$ cat src/rtl/comparator_pkg.sv
// Shared types and helpers for the serial magnitude comparator: FSM state
// encodings, the running relation between A and B, and small pure functions
// used by both the top level and the relation cell.
package comparator_pkg;

  // FSM states of the comparator top level.
  typedef enum logic [1:0] {
    ST_IDLE    = 2'd0,
    ST_COMPARE = 2'd1,
    ST_DONE    = 2'd2
  } state_t;

  // Running relation of A versus B over the bits seen so far.
  typedef enum logic [1:0] {
    REL_EQ = 2'd0,
    REL_GT = 2'd1,
    REL_LT = 2'd2
  } rel_t;

  // Flag triple before any comparison has completed.
  localparam logic [2:0] FLAGS_NONE = 3'b000;

  // Counter width: enough to hold WIDTH-1, never narrower than one bit.
  function automatic int cnt_width(input int width);
    return (width <= 1) ? 1 : $clog2(width);
  endfunction

  // One MSB-first step of the relation. The first differing bit pair decides
  // the relation; once decided it is frozen for the remaining bits.
  function automatic rel_t rel_step(input rel_t rel, input logic a, input logic b);
    if ((rel == REL_EQ) && (a != b)) begin
      return a ? REL_GT : REL_LT;
    end
    return rel;
  endfunction

  // Map a relation onto the one-hot {AGB, AEB, ALB} triple.
  function automatic logic [2:0] rel_to_flags(input rel_t rel);
    case (rel)
      REL_GT:  return 3'b100;
      REL_LT:  return 3'b001;
      default: return 3'b010;
    endcase
  endfunction

endpackage

$ cat src/rtl/serial_compare_cell.sv
// Relation register of the serial comparator. Holds EQ/GT/LT for the bit
// pairs consumed so far; clear restarts at EQ, enable consumes one pair.
module serial_compare_cell
  import comparator_pkg::*;
(
  input  logic       clk,
  input  logic       rst_n,
  input  logic       clear,
  input  logic       enable,
  input  logic       a_bit,
  input  logic       b_bit,
  output logic [1:0] relation
);

  rel_t relation_reg;
  rel_t relation_next;

  // Next relation: clear wins, otherwise fold in the current bit pair.
  always_comb begin
    relation_next = relation_reg;
    if (clear) begin
      relation_next = REL_EQ;
    end else if (enable) begin
      relation_next = rel_step(relation_reg, a_bit, b_bit);
    end
  end

  // Relation register, reset to EQ.
  always_ff @(posedge clk or negedge rst_n) begin
    if (!rst_n) begin
      relation_reg <= REL_EQ;
    end else begin
      relation_reg <= relation_next;
    end
  end

  assign relation = relation_reg;

endmodule

$ cat src/rtl/serial_magnitude_comparator.sv
// Bit-serial magnitude comparator. Operands A and B arrive MSB first, one
// bit pair per valid cycle; after WIDTH valid pairs the registered
// AGB/AEB/ALB flags are updated and done pulses for one cycle.
module serial_magnitude_comparator
  import comparator_pkg::*;
#(
  parameter int WIDTH = 4
) (
  input  logic clk,
  input  logic rst_n,
  input  logic start,
  input  logic abort,
  input  logic bit_valid,
  input  logic a_bit,
  input  logic b_bit,
  output logic busy,
  output logic done,
  output logic AGB,
  output logic AEB,
  output logic ALB
);

  localparam int CNT_W = cnt_width(WIDTH);
  localparam logic [CNT_W-1:0] CNT_LOAD = CNT_W'(WIDTH - 1);

  state_t           state_reg;
  state_t           state_next;
  logic [CNT_W-1:0] count_reg;
  logic [CNT_W-1:0] count_next;
  logic [2:0]       flags_reg;
  logic [2:0]       flags_next;
  logic             busy_reg;
  logic             done_reg;

  logic             cell_clear;
  logic             cell_enable;
  logic [1:0]       relation;

  // A new comparison is accepted from IDLE or back-to-back from DONE.
  assign cell_clear  = start && (state_reg != ST_COMPARE);
  assign cell_enable = bit_valid && busy_reg;

  serial_compare_cell u_cell (
    .clk      (clk),
    .rst_n    (rst_n),
    .clear    (cell_clear),
    .enable   (cell_enable),
    .a_bit    (a_bit),
    .b_bit    (b_bit),
    .relation (relation)
  );

  // Next-state, counter and flag update logic.
  always_comb begin
    state_next = state_reg;
    count_next = count_reg;
    flags_next = flags_reg;
    case (state_reg)
      ST_IDLE: begin
        if (start) begin
          state_next = ST_COMPARE;
          count_next = CNT_LOAD;
        end
      end
      ST_COMPARE: begin
        // abort outranks the final valid bit: no result is published.
        if (abort) begin
          state_next = ST_IDLE;
        end else if (bit_valid) begin
          if (count_reg == '0) begin
            state_next = ST_DONE;
            // Include the final bit pair, which the cell absorbs on this edge.
            flags_next = rel_to_flags(rel_step(rel_t'(relation), a_bit, b_bit));
          end else begin
            count_next = count_reg - 1'b1;
          end
        end
      end
      ST_DONE: begin
        if (start) begin
          state_next = ST_COMPARE;
          count_next = CNT_LOAD;
        end else begin
          state_next = ST_IDLE;
        end
      end
      default: begin
        state_next = ST_IDLE;
      end
    endcase
  end

  // State, counter and registered outputs; busy/done are decoded from the
  // next state so they line up with the state they describe.
  always_ff @(posedge clk or negedge rst_n) begin
    if (!rst_n) begin
      state_reg <= ST_IDLE;
      count_reg <= '0;
      flags_reg <= FLAGS_NONE;
      busy_reg  <= 1'b0;
      done_reg  <= 1'b0;
    end else begin
      state_reg <= state_next;
      count_reg <= count_next;
      flags_reg <= flags_next;
      busy_reg  <= (state_next == ST_COMPARE);
      done_reg  <= (state_next == ST_DONE);
    end
  end

  assign busy = busy_reg;
  assign done = done_reg;
  assign AGB  = flags_reg[2];
  assign AEB  = flags_reg[1];
  assign ALB  = flags_reg[0];

endmodule

$ cat config.mk
export PLATFORM = sky130hd
export DESIGN_NAME = serial_magnitude_comparator
export DESIGN_NICKNAME = d
export VERILOG_FILES = /design/src/rtl/comparator_pkg.sv /design/src/rtl/serial_compare_cell.sv /design/src/rtl/serial_magnitude_comparator.sv
export SDC_FILE = /design/constraint.sdc
export NUM_CORES = 1
export LEC_CHECK = 0
export BUFFER_PORTS_ARGS = -buffer_cell sky130_fd_sc_hd__buf_2
export CAP_MARGIN = 20
export CORE_AREA = 2 2 39 41
export DETAILED_ROUTE_END_ITERATION = 6
export DIE_AREA = 0 0 41 43
export PLACE_DENSITY = 0.7
export SYNTH_ARGS = -nofsm -noshare
export SYNTH_HDL_FRONTEND = slang
export SYNTH_SLANG_ARGS = --single-unit
export TNS_END_PERCENT = 10
$ cat constraint.sdc
create_clock -name clk -period 4.11 [get_ports clk]
set_input_delay 0.2055 -clock clk [delete_from_list [all_inputs] [get_ports clk]]
set_output_delay 0.2055 -clock clk [all_outputs]
set_load 0.1 [all_outputs]
==> results of run 1 <==
-- worst max path at each step --
stage,startpoint,endpoint,cells after the start
after floorplan,u_cell.relation[1],flags_reg[1],4
after global placement,u_cell.relation[1],flags_reg[1],4
after detailed placement,u_cell.relation[1],flags_reg[1],4
after CTS,u_cell.relation[1],flags_reg[1],4
after global routing,u_cell.relation[1],flags_reg[1],4
final,u_cell.relation[1],flags_reg[1],4
-- critical path: cells and delay by family, from the launching register on --
| kind | cells | cell delay [ns] |
|---|---|---|
| fa+ha+maj | 1 | 0.30 |
| flops | 1 | 0.39 |
| mux | 1 | 0.25 |
| simple gates | 2 | 0.36 |
-- per-layer routing --
layer	GRT usage (%)	routed length (um)	share of wire (%)
met1	14.8	372	44
met2	17.5	392	46
met5	0	0	0
met3	9.95	80	9.5
met4	6.00	0	0
-- kinds of logic after synthesis --
group,after synthesis
AO/OA/AOI/OAI,5
adder cells (fa/ha/maj),3
buffers and inverters,5
flip-flops,11
multiplexers,5
AND/OR/NAND/NOR,14
-- placed cells by master (no fill, tap or decap), types with 2 or more instances in the layout --
cell      instances
a31oi_1           2
nor2b_1           2
mux2i_1           2
nor3b_1           2
mux2_4            3
a21oi_1           2
inv_1             4
buf_2            11
ha_1              3
nor2_1            4
or2_2             2
clkbuf_4          3
dfrtp_1          11
-- what timing repair did --
action	CTS	global route
hold buffers	1	0
setup buffers	0	0
hold endpoints to repair	11	0
-- cell type report --
class | count | area, um^2 | share of cell area (%)
Tap cell | 16 | 20.0 | 3.21
Inverter | 4 | 15.0 | 2.41
Clock buffer | 4 | 26.3 | 4.22
Multi-Input combinational cell | 27 | 221 | 35.5
Sequential cell | 11 | 275 | 44.2
Timing Repair Buffer | 12 | 65.1 | 10.4
-- power groups by stage --
stage               clock [mW]  combinational (mW)  sequential [mW]
finish                  0.0712               0.112            0.137
global route            0.0820               0.120            0.139
CTS                     0.0767               0.113            0.137
detailed placement           0               0.112            0.139
global placement             0               0.110            0.137
floorplan                    0              0.0370            0.191
-- stage by stage --
stage | hold slack (ns) | cells
after floorplan | -0.0901 | 43
after global placement | 0.0837 | 69
after detailed placement | 0.0935 | 69
after CTS | 0.115 | 74
after global routing | 0.118 | 74
final | 0.130 | 74
==> impl_metrics.csv, run 1 <==
group,metric,value,unit
setup_path,slowest_stage,"dfrtp_1",
yosys,synth_top_family_by_area,"simple AND/OR/NAND/NOR gates",
layout,utilization,45.0,%
setup_path,worstReg2RegEnd,"flags_reg[1]",
yosys,netlist_top_cells_area,"dfrtp_1, mux2_4, ha_1",
setup_path,crit_chain,"nor3b_1 > nor2_1 > ha_1 > mux2_4",
routing,routed-via-count,350,
power,p_int,0.194,mW
sta,hold_viol,0,
placed_design,post-place-ws,2.70,ns
yosys,synth_ff_type,"dfrtp_1",
sta,fin_crit_sh,34.3,%
power,peakVddDrop,0.264,mV
clocking,clk_latency,0.26,ns
sta,max-slew-margin-rel,67.9,%
sta,skew,0.00336,ns
power,p_comb_share,35.0,%
global_routing,grt_pass1_vias,339,
power,powerDensity,513,nW/um^2
routing,wl_per_cell,11.4,um
layout,drive_gt1_share,34.5,%
placed_design,place_area,587,um^2
clocking,numCtsBuffers,3,
setup_path,r2r_cells,4,
routing,drc,0,
die,die_height,43,um
die,initial_core_util,37.8,%
power,p_sw_share,39.4,%
yosys,post-synth-top-count-cell,"dfrtp_1",
yosys,syn_avg_cell_area,12.2,um^2
setup_path,critPathRequiredTime,4.26,ns
hold_path,min_to,"u_cell.relation[1]",
setup_path,worst_setup_path_start_kind,"register",
layout,largest_reg_flops,3,
yosys,synth_compound_gate_area_share,5.74,%
routing,ant_nets,0,
global_routing,track_usage,13.0,%
routing,via_per_inst,4.73,
placed_design,port_buffers,11,
layout,syn_to_final_growth,19.1,%
global_routing,grt_pass1_wl,1410,um
setup_path,end_kind,"register",
yosys,syn-num-nets,53,
yosys,synth_common_cells,"dfrtp_1, inv_1, nor2_1",
power,total_power,0.320,mW
power,seqPwrFrac,42.7,%
hold_path,worstHoldPathType,"in2reg",
status,outcome,"finished, final reports clean",
sta,setup_viol,0,
setup_path,max_stage_delay,0.39,ns
layout,diodes,0,
power,power.switching,0.126,mW
setup_path,cp.arrival,1.57,ns
placed_design,hpwl,646,um
clocking,cts.htree.levels,1,
sta,finalMaxSlewViolations,0,
die,dieArea,1760,um^2
sta,setup_ws,2.70,ns
die,rows,14,
global_routing,antenna_found_initial,0,
setup_path,cp_max_fo,3,
yosys,ys_ff_latch,11,
yosys,synth_area,523,um^2
yosys,syn_inst,43,
clocking,clk_pin_slew,0.07,ns
hold_path,hold_path_depth,2,
layout,final_cell_area,623,um^2
clocking,clockRootBuffer,"clkbuf_4",
routing,drt_wl_total,845,um
yosys,muxShareOfSynthArea,12.4,%
yosys,async_flop_share,100,%
layout,fill_cells,143,
sta,fmax,709,MHz
hold_path,min_from,"start",
yosys,yosysWarnings,0,
yosys,seq_area_frac_synth,52.6,%
die,die_w,41,um
yosys,synth_area_leader_cell,"dfrtp_1",
global_routing,grt_max_degree,12,
setup_path,critPathKind,"reg2reg",
clocking,tritoncts,"yes",
sta,worst_slew_pin_slew,0.485,ns
die,ios,12,
routing,drt_first_pass_iters,2,
yosys,synthSimpleGateAreaFrac,17.0,%
clocking,cts.sinks,11,
yosys,synth_xor_area_share,0,%
sta,rsz0062_at_grt,"no",
yosys,synth_top_area_share,52.6,%
sta,period_needed,1.41,ns
routing,drt_iter0_markers,4,
setup_path,r2r_slack,2.70,ns
yosys,synthAdderAreaFrac,7.18,%
die,core-area,1380,um^2
yosys,synth_cell_types,17,
sta,tns,0,ns
clocking,cts_resized,0,
yosys,synth_edf_count,0,
global_routing,grt_overflow_total,0,
power,leakage,0.336,nW
run,cap_viol_max_count,0,
power,pwr-share-clk,22.3,%
setup_path,reg2reg_from,"u_cell.relation[1]",
placed_design,place_congestion,0.682,
layout,finalNetCount,69,
clocking,clock_path_buffers,2,
Power figures use the tool's default switching activity.
==> run 2: changes to the inputs <==
Settings changed: PLACE_DENSITY 0.7 to 0.73.
Clock period 4.11 ns to 1.2 ns, I/O delays scaled along.
==> run 2 against run 1 <==
The flow now finishes with violations (negative setup slack); clock power rose to 3.5 times the previous value; first-iteration DRC count decreased by 25%; register-to-register slack got worse by 2.8 ns; clock skew about the same; critical path depth unchanged; routed wire length rose by 13%; cell count increased by 6.8%; global-route usage up 0.50 points; hold slack improved by 0.0091 ns; count of clock-buffer cells in the layout stayed put; via count up 4.6%; cell area increased by 10%; critical endpoint unchanged; largest power group unchanged.
==> impl_metrics.csv, run 2 (same netlist as run 1, synthesis figures left out) <==
group,metric,value,unit
status,outcome,"complete, but fails checks",
setup_path,max_stage_delay,0.40,ns
power,p_sw_share,39.2,%
setup_path,critPathKind,"reg2reg",
power,p_comb_share,37.5,%
die,ios,12,
placed_design,place_area,606,um^2
global_routing,grt_pass1_vias,349,
layout,finalNetCount,74,
routing,routed-via-count,366,
routing,wl_per_cell,12.1,um
setup_path,slowest_stage,"dfrtp_1",
die,rows,14,
clocking,cts.htree.levels,1,
placed_design,hpwl,666,um
sta,setup_viol,3,
setup_path,r2r_slack,-0.13,ns
sta,period_needed,1.33,ns
sta,fmax,751,MHz
routing,via_per_inst,4.63,
placed_design,port_buffers,11,
setup_path,cp_max_fo,3,
sta,finalMaxSlewViolations,0,
clocking,cts.sinks,11,
sta,skew,0.00335,ns
global_routing,grt_max_degree,12,
layout,utilization,49.6,%
layout,drive_gt1_share,47.6,%
routing,drt_first_pass_iters,2,
setup_path,cp-endpoint,"flags_reg[1]",
sta,hold_slack,0.139,ns
die,core-area,1380,um^2
routing,ant_nets,0,
setup_path,crit_chain,"nor3b_2 > nor2_2 > ha_1 > mux2_4",
sta,tns,-0.297,ns
power,seqPwrFrac,40.7,%
sta,hold_viol,0,
clocking,tritoncts,"yes",
setup_path,r2r_cells,4,
power,pwr-share-clk,21.7,%
placed_design,post-place-ws,-0.145,ns
clocking,clk_latency,0.26,ns
layout,diodes,0,
die,die_height,43,um
global_routing,track_usage,13.5,%
status,violations,"negative setup slack",
clocking,clockRootBuffer,"clkbuf_4",
die,initial_core_util,37.8,%
layout,final_cell_area,687,um^2
layout,largest_reg_flops,3,
sta,setup_ws,-0.132,ns
global_routing,grt_pass1_wl,1550,um
power,power.switching,0.449,mW
sta,max-slew-margin-rel,67.9,%
die,die_w,41,um
layout,layout_common_cells,"buf_2, dfrtp_1, inv_1, buf_4",
clocking,clk_pin_slew,0.07,ns
die,dieArea,1760,um^2
clocking,clock_path_buffers,2,
hold_path,worstHoldPathType,"in2reg",
clocking,numCtsBuffers,3,
routing,drc,0,
power,leakage,0.363,nW
power,peakVddDrop,0.863,mV
routing,drt_iter0_markers,3,
setup_path,end_kind,"register",
global_routing,grt_overflow_total,0,
routing,drt_wl_total,957,um
setup_path,worst_setup_path_start_kind,"register",
global_routing,antenna_found_initial,0,
sta,rsz0062_at_grt,"yes",
setup_path,critPathRequiredTime,1.35,ns
setup_path,worstReg2RegEnd,"flags_reg[1]",
setup_path,cp.arrival,1.49,ns
run,cap_viol_max_count,0,
sta,fin_crit_sh,111,%
layout,syn_to_final_growth,31.3,%
layout,mostFrequentLayoutCell,"buf_2",
sta,worst_slew_pin_slew,0.484,ns
setup_path,critical_path.startpoint,"u_cell.relation[1]",
power,powerDensity,1670,nW/um^2
setup_path,reg2reg_from,"u_cell.relation[1]",
hold_path,min_from,"bit_valid",
power,p_int,0.696,mW
placed_design,place_congestion,0.701,
==> run 2: what timing repair did <==
item,CTS,global route
setup endpoints to repair,5,7
endpoints found under the hold margin,13,0
pin swaps,2,2
buffers inserted,3,0
resized for setup,2,2
hold buffers,2,0
gates cloned,0,0
==> run 2: worst min-delay path by stage <==
stage                     cells past startpoint                 end
after CTS                                     3  u_cell.relation[1]
final                                         3  u_cell.relation[1]
after detailed placement                      1        flags_reg[1]
after global placement                        1        flags_reg[2]
after global routing                          3  u_cell.relation[1]
after floorplan                               0                busy
==> run 2: power by group through the flow <==
stage          clock network [mW]  logic (mW)  registers, mW
2_1_floorplan                   0       0.129          0.658
3_3_place_gp                    0       0.397          0.472
3_5_place_dp                    0       0.402          0.475
4_1_cts                     0.261       0.427          0.467
5_1_grt                     0.275       0.468          0.473
6_report                    0.249       0.430          0.466
==> run 2: worst max-delay path, delay by kind of cell, from the launching register on <==
kind	cells	cell delay (ns)
flip-flops	1	0.40
adder cells (fa/ha/maj)	1	0.28
AND/OR/NAND/NOR	2	0.29
multiplexers	1	0.25
==> run 2: layout make-up <==
type | instances | area (um^2)
multi-input cells | 27 | 244
repair buffers | 17 | 105
flip-flops and latches | 11 | 277
inverters | 4 | 15.0
well taps | 16 | 20.0
fillers | 137 | 697
clock buffers | 4 | 26.3
==> run 2: routing by layer <==
layer	track usage, %	share of wire [%]	vias up
li1	-	-	186
met1	18.8	47	171
met2	17.5	47	7
met3	3.14	4.7	2
met4	10.0	1.3	0
met5	0	0	-
==> run 2: through the flow <==
step                      power, mW  cells
after floorplan               0.786     43
after global placement        0.869     70
after detailed placement      0.878     70
after CTS                      1.16     79
after global routing           1.22     79
final                          1.14     79
==> run 3: changes to the inputs <==
Settings changed: PLACE_DENSITY 0.73 to 0.76, SYNTH_HIERARCHICAL set to 1.
==> run 3 against run 2 <==
The flow still finishes with violations (negative setup slack); clock skew decreased by 0.0028 ns; critical endpoint unchanged; die area unchanged; first-iteration DRC count increased by 130%.
==> impl_metrics.csv, run 3 <==
group,metric,value,unit
placed_design,port_buffers,11,
yosys,syn_inst,48,
layout,final_cell_area,717,um^2
yosys,synthSimpleGateAreaFrac,17.8,%
power,seqPwrFrac,39.9,%
routing,via_per_inst,5.00,
yosys,synth_top_area_share,48.5,%
clocking,tritoncts,"yes",
yosys,synth_top_family_by_area,"simple AND/OR/NAND/NOR gates",
power,leakage,0.385,nW
yosys,yosysWarnings,6,
setup_path,crit_chain,"nor3b_2 > nor2_1 > ha_1 > mux2_4",
layout,diodes,0,
status,outcome,"complete, but fails checks",
yosys,syn-num-nets,58,
power,p_int,0.709,mW
power,p_sw_share,38.7,%
setup_path,max_stage_delay,0.41,ns
yosys,synth_cell_types,19,
yosys,syn_avg_cell_area,11.8,um^2
global_routing,grt_pass1_vias,444,
routing,drt_first_pass_iters,2,
die,die_w,41,um
power,pwr-share-clk,21.8,%
setup_path,slowest_stage,"dfrtp_1",
routing,ant_nets,0,
routing,wl_met1,458,um
die,dieArea,1760,um^2
layout,syn_to_final_growth,26.2,%
setup_path,critPathKind,"reg2reg",
yosys,synth_area_leader_cell,"dfrtp_1",
routing,routed-via-count,420,
sta,skew,0.000504,ns
global_routing,antenna_found_initial,0,
die,core-area,1380,um^2
global_routing,track_usage,15.6,%
placed_design,place_inst,79,
setup_path,cp_max_fo,3,
routing,drt_iter0_markers,7,
routing,dr_wl_met3,44,um
yosys,synthAdderAreaFrac,6.61,%
clocking,clockRootBuffer,"clkbuf_4",
placed_design,place_area,671,um^2
clocking,clk_latency,0.26,ns
sta,setup_viol,3,
power,p_comb_share,38.3,%
sta,hold_viol,0,
yosys,netlist_top_cells_area,"dfrtp_1, mux2_4, ha_1",
setup_path,end_kind,"register",
sta,period_needed,1.29,ns
yosys,ys_ff_latch,11,
routing,wl_per_cell,12.3,um
power,power.switching,0.447,mW
yosys,seq_area_frac_synth,48.5,%
yosys,synth_edf_count,0,
yosys,async_flop_share,100,%
routing,drc,0,
yosys,synth_compound_gate_area_share,8.37,%
setup_path,critical_path.top_delay_family,"flip-flops",
clocking,cts.sinks,11,
setup_path,path_buf_inv,0,
hold_path,worstHoldPathType,"in2reg",
yosys,synth_common_cells,"dfrtp_1, inv_1, nor2_1",
routing,top_layer_used,"met4",
clocking,clock_path_buffers,2,
sta,setup_ws,-0.0937,ns
global_routing,grt_overflow_total,0,
placed_design,place_congestion,0.827,
global_routing,grt_pass1_wl,1780,um
run,cap_viol_max_count,0,
yosys,post-synth-top-count-cell,"dfrtp_1",
layout,layout_common_cells,"buf_2, dfrtp_1, inv_1",
yosys,synth_xor_area_share,0,%
setup_path,cp.arrival,1.45,ns
routing,wl_met2,513,um
sta,max-slew-margin-rel,67.9,%
sta,rsz0062_at_grt,"yes",
global_routing,grt_max_degree,12,
die,rows,14,
layout,finalNetCount,79,
yosys,synth_area,568,um^2
sta,tns,-0.262,ns
power,peakVddDrop,0.552,mV
routing,drt_wl_total,1030,um
status,violations,"negative setup slack",
die,die_height,43,um
clocking,clk_pin_slew,0.07,ns
clocking,numCtsBuffers,3,
layout,mostFrequentLayoutCell,"buf_2",
layout,drive_gt1_share,47.1,%
die,ios,12,
yosys,muxShareOfSynthArea,11.5,%
clocking,cts.htree.levels,1,
layout,instances_no_fill,84,
sta,fmax,773,MHz
placed_design,hpwl,814,um
sta,worst_slew_pin_slew,0.485,ns
yosys,synth_ff_type,"dfrtp_1",
power,powerDensity,1610,nW/um^2
sta,fin_crit_sh,108,%
sta,finalMaxSlewViolations,0,
die,initial_core_util,41.0,%
layout,largest_reg_flops,3,
setup_path,worst_setup_path_start_kind,"register",
setup_path,critPathRequiredTime,1.35,ns
-- run 3: cell types whose count changed after synthesis, sizes merged, moves of 2 or more --
cell / change
and2b: +2
inv: +4
nand4bb: +2
or2: -2
nor2b: -2
a41o: +2
a31oi: -2
-- run 3: layer usage --
metal / vias up / global-route usage [%]
li1: 204 / -
met1: 205 / 18.8
met2: 9 / 23.8
met3: 2 / 3.14
met4: 0 / 10.0
met5: - / 0
-- run 3: worst min-delay path: cells and delay by family --
kind / cells / cell delay, ns
buffers and inverters: 1 / 0.12
AND/OR/NAND/NOR: 1 / 0.10
AO/OA/AOI/OAI: 1 / 0.06
-- run 3: final timing paths --
kind | start | end | slack (ns) | cells after the start
setup / recovery | u_cell/relation[1] | flags_reg[1] | -0.09 | 4
hold / removal | a_bit | u_cell/relation[0] | 0.11 | 3
setup reg to reg | u_cell/relation[1] | flags_reg[1] | -0.09 | 4
hold reg to reg | flags_reg[0] | flags_reg[0] | 0.51 | 1
max in group asynchronous | rst_n | busy | 0.79 | 2
min in group asynchronous | rst_n | flags_reg[2] | 0.19 | 2
-- run 3: cell families after synthesis --
group / Yosys count
DFF: 11
buffers and inverters: 9
muxes: 5
adders and majority gates: 3
and+or+nand+nor: 14
AOI/OAI and AO/OA: 6
-- run 3: timing repair --
item | CTS | global route
endpoints found under the hold margin | 11 | 0
pin swaps | 1 | 3
endpoints found under the setup margin | 3 | 5
resized for setup | 1 | 2
setup buffers | 0 | 0
hold buffers | 1 | 0
-- run 3: cell type report --
| class | instances | area, um^2 |
|---|---|---|
| multi-input cells | 28 | 262 |
| fillers | 134 | 667 |
| flip-flops and latches | 11 | 277 |
| inverters | 8 | 30.0 |
| clock buffers | 4 | 26.3 |
| repair buffers | 17 | 103 |
| well taps | 16 | 20.0 |
-- run 3: metrics by stage --
stage | utilization [%] | hold WS (ns) | total power, mW | worst slack (ns)
2_1_floorplan | - | -0.236 | 0.785 | -0.0675
3_3_place_gp | 48.5 | -0.0600 | 0.889 | -0.0741
3_5_place_dp | 48.5 | -0.0561 | 0.907 | -0.129
4_1_cts | 51.4 | 0.105 | 1.16 | -0.0956
5_1_grt | 51.8 | 0.135 | 1.22 | -0.183
6_report | 51.8 | 0.108 | 1.16 | -0.0937
-- run 3: power groups by stage --
| stage | sequential, mW | clock (mW) | combinational [mW] |
|---|---|---|---|
| finish | 0.461 | 0.252 | 0.442 |
| global route | 0.469 | 0.270 | 0.481 |
| CTS | 0.461 | 0.257 | 0.444 |
| detailed placement | 0.468 | 0 | 0.439 |
| global placement | 0.464 | 0 | 0.425 |
| floorplan | 0.649 | 0 | 0.136 |
